File: config.mk
export PLATFORM = sky130hd
export DESIGN_NAME = sync_down_cnt
export DESIGN_NICKNAME = d
export VERILOG_FILES = /design/src/rtl/sync_cnt_pkg.sv /design/src/rtl/sync_down_cnt.sv
export SDC_FILE = /design/constraint.sdc
export NUM_CORES = 1
export LEC_CHECK = 0
export CAP_MARGIN = 30
export CORE_AREA = 4 4 41 43
export CTS_CLUSTER_SIZE = 16
export DETAILED_ROUTE_END_ITERATION = 6
export DIE_AREA = 0 0 45 47
export GPL_TIMING_DRIVEN = 0
export PLACE_DENSITY_LB_ADDON = 0.2
export SKIP_CTS_REPAIR_TIMING = 1
export SYNTH_ARGS = -nofsm -noshare
export SYNTH_HDL_FRONTEND = slang
export SYNTH_SLANG_ARGS = --single-unit
export TNS_END_PERCENT = 10
File: constraint.sdc
create_clock -name clk -period 3 [get_ports clk]
set_input_delay 0.9 -clock clk [delete_from_list [all_inputs] [get_ports clk]]
set_output_delay 0.9 -clock clk [all_outputs]
set_load 0.01 [all_outputs]
File: src/rtl/sync_cnt_pkg.sv
`default_nettype none
// ============================================================================
// Module      : sync_cnt_pkg
// Description : Shared types and constants for the synchronous down counter.
//               Holds the counter state encoding and the default width.
// Revision    : 1.0 - initial release
// ============================================================================
package sync_cnt_pkg;

  // IDLE : no count armed
  // RUN  : counting
  // DONE : reached zero in one-shot mode
  typedef enum logic [1:0] {
    IDLE = 2'd0,
    RUN  = 2'd1,
    DONE = 2'd2
  } cnt_state_t;

  localparam int CNT_WIDTH_DEFAULT = 4;

endpackage : sync_cnt_pkg
`default_nettype wire

File: src/rtl/sync_down_cnt.sv
`default_nettype none
// ============================================================================
// Module      : sync_down_cnt
// Description : Loadable synchronous down counter with a terminal-count pulse.
//               Priority per cycle is load > en > hold. In RUN with en the
//               counter decrements, wrapping modulo 2^WIDTH. tc pulses for one
//               cycle after a decrement from 1 to 0 (never after a load).
//               Build option SYNC_DOWN_ONESHOT_EN: reaching zero by decrement
//               parks the counter in DONE until the next load.
// Ports       :
//   clk      in   clock, all state changes on rising edge
//   reset    in   asynchronous active-low reset
//   en       in   count enable
//   load     in   synchronous load strobe
//   load_val in   [WIDTH] value captured on load
//   Q        out  [WIDTH] registered count
//   zero     out  Q == 0
//   tc       out  registered terminal-count pulse
//   busy     out  high while in RUN
// Revision    : 1.0 - initial release
// ============================================================================
module sync_down_cnt
  import sync_cnt_pkg::*;
#(
  parameter int WIDTH = CNT_WIDTH_DEFAULT
) (
  input  logic             clk,
  input  logic             reset,
  input  logic             en,
  input  logic             load,
  input  logic [WIDTH-1:0] load_val,
  output logic [WIDTH-1:0] Q,
  output logic             zero,
  output logic             tc,
  output logic             busy
);

`ifdef SYNC_DOWN_ONESHOT_EN
  localparam bit c_oneshot = 1'b1;
`else
  localparam bit c_oneshot = 1'b0;
`endif

  cnt_state_t       r_state;
  cnt_state_t       w_state_nxt;
  logic [WIDTH-1:0] r_q;
  logic             r_tc;
  logic             w_dec;
  logic             w_dec_to_zero;

  // A decrement only happens in RUN and only when no load overrides it.
  assign w_dec         = (r_state == RUN) && en && !load;
  assign w_dec_to_zero = w_dec && (r_q == WIDTH'(1));

  // --------------------------------------------------------------------------
  // State register
  // --------------------------------------------------------------------------
  always_ff @(posedge clk or negedge reset) begin
    if (!reset) begin
      r_state <= IDLE;
    end else begin
      r_state <= w_state_nxt;
    end
  end

  // --------------------------------------------------------------------------
  // Next-state logic
  // --------------------------------------------------------------------------
  always_comb begin
    w_state_nxt = r_state;
    if (load) begin
      // A one-shot load of zero is already at terminal count.
      if (c_oneshot && (load_val == '0)) begin
        w_state_nxt = DONE;
      end else begin
        w_state_nxt = RUN;
      end
    end else begin
      case (r_state)
        IDLE: w_state_nxt = IDLE;
        RUN: begin
          if (c_oneshot && w_dec_to_zero) begin
            w_state_nxt = DONE;
          end
        end
        DONE: begin
          // Unreachable in wrap mode; fall back to IDLE if ever entered.
          w_state_nxt = c_oneshot ? DONE : IDLE;
        end
        default: w_state_nxt = IDLE;
      endcase
    end
  end

  // --------------------------------------------------------------------------
  // Counter and terminal-count registers
  // --------------------------------------------------------------------------
  always_ff @(posedge clk or negedge reset) begin
    if (!reset) begin
      r_q  <= '0;
      r_tc <= 1'b0;
    end else begin
      if (load) begin
        r_q <= load_val;
      end else if (w_dec) begin
        r_q <= r_q - WIDTH'(1);
      end
      r_tc <= w_dec_to_zero;
    end
  end

  // --------------------------------------------------------------------------
  // Output decode
  // --------------------------------------------------------------------------
  always_comb begin
    busy = (r_state == RUN);
  end

  assign Q    = r_q;
  assign zero = (r_q == '0);
  assign tc   = r_tc;

endmodule : sync_down_cnt
`default_nettype wire

After elaboration in Yosys (flattened, before gate mapping)

Index checks and enable logic that the tools add are counted.

Bits in registers: 7
Logic and storage cells: 17

Add/sub/neg operators: 1
Reductions and logical operators: 6
Multiplexer cells: 4
Eq/ne operators: 3

Operators with widths:

| cell                | count |
|---|---|
| $mux 4              | 2 |
| $eq 4x1->1 const B  | 1 |
| $logic_not 4->1     | 1 |
| $mux 2              | 2 |
| $sub 4x1->4 const B | 1 |
| $logic_and 1x1->1   | 3 |
| $eq 2x1->1 const B  | 1 |
| $ne 2x2->1 const B  | 1 |
| $reduce_bool 2->1   | 1 |
| $logic_not 1->1     | 1 |

Longest topological paths before layout

Depth in word-level cells: 5
Depth in mapped cells: 5
Depth with buffers taken out: 5

Least setup slack after synthesis

No wires, ideal clock.

Path kind: reg-to-output
Start point: register r_q[0] (netlist: Q[0])
End point: output zero
Slack: 1,112 ps
Data required time: 2,100 ps
Stages on the path, launching flop included: 4
Arrival time: 988 ps
Cell sequence: dfrtp_1 -> inv_1 -> ha_1 -> nor3b_1

Cells in the longest elaborated chain, start to end: 1

RTL lines:

| element                | line                 | text |
|---|---|---|
| from (decl)            | sync_down_cnt.sv:46  | `logic [WIDTH-1:0] r_q;` |
| from (signal assigned) | sync_down_cnt.sv:104 | `r_q <= load_val;` |
| from (signal assigned) | sync_down_cnt.sv:106 | `r_q <= r_q - WIDTH'(1);` |
| $logic_not 4->1        | sync_down_cnt.sv:120 | `assign zero = (r_q == '0);` |
| to (decl)              | sync_down_cnt.sv:33  | `output logic zero,` |

No other way between the ends.

Worst setup path after layout

Same ends and word-level chain as after synthesis.

==> results.py <==
metrics = {
    "status": {
        "status": "finished clean",
    },
    "timing": {
        "post-route-min-period_ns": 2.56,
        "finalSetupTns_ns": 0,
        "maxSlewViolCount": 0,
        "setup_viol": 0,
        "fin_crit_sh_pct": 85.4,
        "worst_slew_pin_slew_ns": 0.289,
        "fmax_mhz": 390,
        "finClkSkew_ns": 0.000468,
        "rsz0062_at_grt": "false",
        "hold_violations": 0,
        "maxSlewHeadroom_pct": 80.7,
    },
    "floorplanning": {
        "fp.dieW_um": 45,
        "fp.dieH_um": 47,
        "initial_utilization_pct": 25.9,
        "core_um2": 1300,
        "dieArea_um2": 2120,
        "rows": 13,
        "io_pins": 15,
    },
    "layout": {
        "layout-drive-gt1-share_pct": 19.6,
        "layout.nets": 58,
        "final_area_um2": 508,
        "antenna_cells": 0,
        "area_growth_pct": 50.9,
        "instances_no_fill": 61,
    },
    "clocking": {
        "clk_latency_ns": 0.24,
        "clock_path_buffers": 2,
        "path_clk_slew_ns": 0.05,
        "htree_levels": 1,
        "root_buffer": "clkbuf_4",
        "cts_sinks": 6,
        "cts_tree": "done",
        "cts_buffers": 3,
    },
    "synth": {
        "synth-edff-count": 0,
        "syn_area_um2": 337,
        "ys.flop_type": "dfrtp_1",
        "yosysTopAreaCell": "dfrtp_1",
        "ys_async_sr_fraction_pct": 100,
        "synth_seq_area_share_pct": 44.6,
        "synth.top_cell.area_share_pct": 44.6,
        "synth_common_cells": "dfrtp_1 (6), ha_1 (2), inv_1 (2), nand2_1 (2), o21ai_0 (2)",
        "syn_avg_cell_area_um2": 11.2,
        "synth-seq-cells": 6,
        "ys_warn_count": 0,
        "ys_types": 21,
        "synth_cells": 30,
        "yosysMostFrequentCell": "dfrtp_1",
        "syn_nets": 40,
        "netlist_top_cells_area": "dfrtp_1 (45%), ha_1 (7.4%), nor4_2 (3.7%)",
    },
    "global_route": {
        "grt_max_degree": 11,
        "grt_util_all_layers_pct": 9.15,
        "antenna_found_initial": 0,
        "grt_overflow": 0,
        "grt_pass1_wl_um": 1270,
        "grt_pass1_vias": 295,
    },
    "routing": {
        "first_pass_iters": 2,
        "vias": 275,
        "drc": 0,
        "wl_um": 723,
        "drt_iter0_drc": 4,
        "drt.antenna.violating_nets": 0,
        "wl_per_cell_um": 11.9,
        "via_per_inst": 4.51,
    },
    "placement": {
        "port_buffers": 13,
        "dp.cells": 58,
        "gp_congestion": 0.767,
        "dp_hpwl_um": 556,
        "place_area_um2": 485,
    },
    "critical_path": {
        "crit_path_start_kind": "flip-flop",
        "end_kind": "output port",
        "crit_arrival_ns": 1.66,
        "crit_required_ns": 2.10,
        "worst-setup-path-type": "flip-flop to output port",
        "cp_max_fo": 4,
    },
    "job": {
        "cap_violations": 0,
    },
    "power": {
        "p_per_area_nw_per_um2": 485,
        "p_leak_nw": 0.214,
        "ir_drop_mv": 0.173,
    },
    "worst_hold_path": {
        "min_path_type": "flip-flop to flip-flop",
    },
}
==> area by class of cell <==
cell class	count	area [um^2]
clock buffer	3	22.5
sequential	6	150
multi-input combinational	21	171
tap	15	18.8
buffer	1	7.51
timing repair buffer	13	130
inverter	2	7.51
fill	133	793
==> registers in the layout, indices dropped and copies added, names as in the netlist <==
register and cells:
r_state 1, Q 4, tc 1
==> cell usage in the layout (no fill, tap or decap), types with 2 or more instances in the layout <==
master           synthesis  layout
nand2_1                  2       2
clkdlybuf4s50_1          0      13
clkbuf_4                 0       3
inv_1                    2       2
ha_1                     2       2
dfrtp_1                  6       6
o21ai_0                  2       2
==> routing by layer <==
layer	up-vias	share of wire [%]	global-route usage, %
met5	-	0	0
met4	0	0	8.77
met3	0	11	4.60
met2	11	46	12.7
met1	129	42	9.98
li1	135	-	-
==> per-stage QoR <==
step           util (%)  worst slack [ns]  hold slack (ns)  power, W
2_1_floorplan         -              1.11            0.539  0.000137
3_3_place_gp       37.3             0.683            0.514  0.000173
3_5_place_dp       37.3             0.700            0.522  0.000175
4_1_cts            39.0             0.416            0.532  0.000253
5_1_grt            39.0             0.318            0.575  0.000265
6_report           39.0             0.438            0.525  0.000246
==> power breakdown <==
part | internal (W) | switching [W]
clock | 0.0000452 | 0.0000289
combinational | 0.0000433 | 0.0000286
sequential | 0.0000901 | 0.0000103
==> final timing paths <==
check | start | to | slack [ns] | cells after the start
min in group asynchronous | reset | tc$_DFF_PN0_ | 0.91 | 1
min | Q[3]$_DFFE_PN0P_ | tc$_DFF_PN0_ | 0.53 | 1
min reg2reg | Q[3]$_DFFE_PN0P_ | tc$_DFF_PN0_ | 0.53 | 1
max in group asynchronous | reset | Q[0]$_DFFE_PN0P_ | 1.87 | 1
max | Q[0]$_DFFE_PN0P_ | zero | 0.44 | 4
max reg2reg | Q[2]$_DFFE_PN0P_ | Q[3]$_DFFE_PN0P_ | 1.78 | 2
==> cell families after synthesis <==
| logic type | synth area share (%) |
|---|---|
| buffers and inverters | 4.46 |
| XOR/XNOR | 5.21 |
| multiplexers | 6.32 |
| AND/OR/NAND/NOR | 23.8 |
| adder cells (fa/ha/maj) | 7.43 |
| AO/OA/AOI/OAI | 8.18 |
| flip-flops | 44.6 |
==> critical path: stages, from the launching register on <==
cell and delay (ns):
dfrtp_1 0.40, inv_1 0.10, ha_1 0.18, nor3b_1 0.18, clkdlybuf4s50_1 0.56
Note: power is estimated with default switching activity, not from simulation.
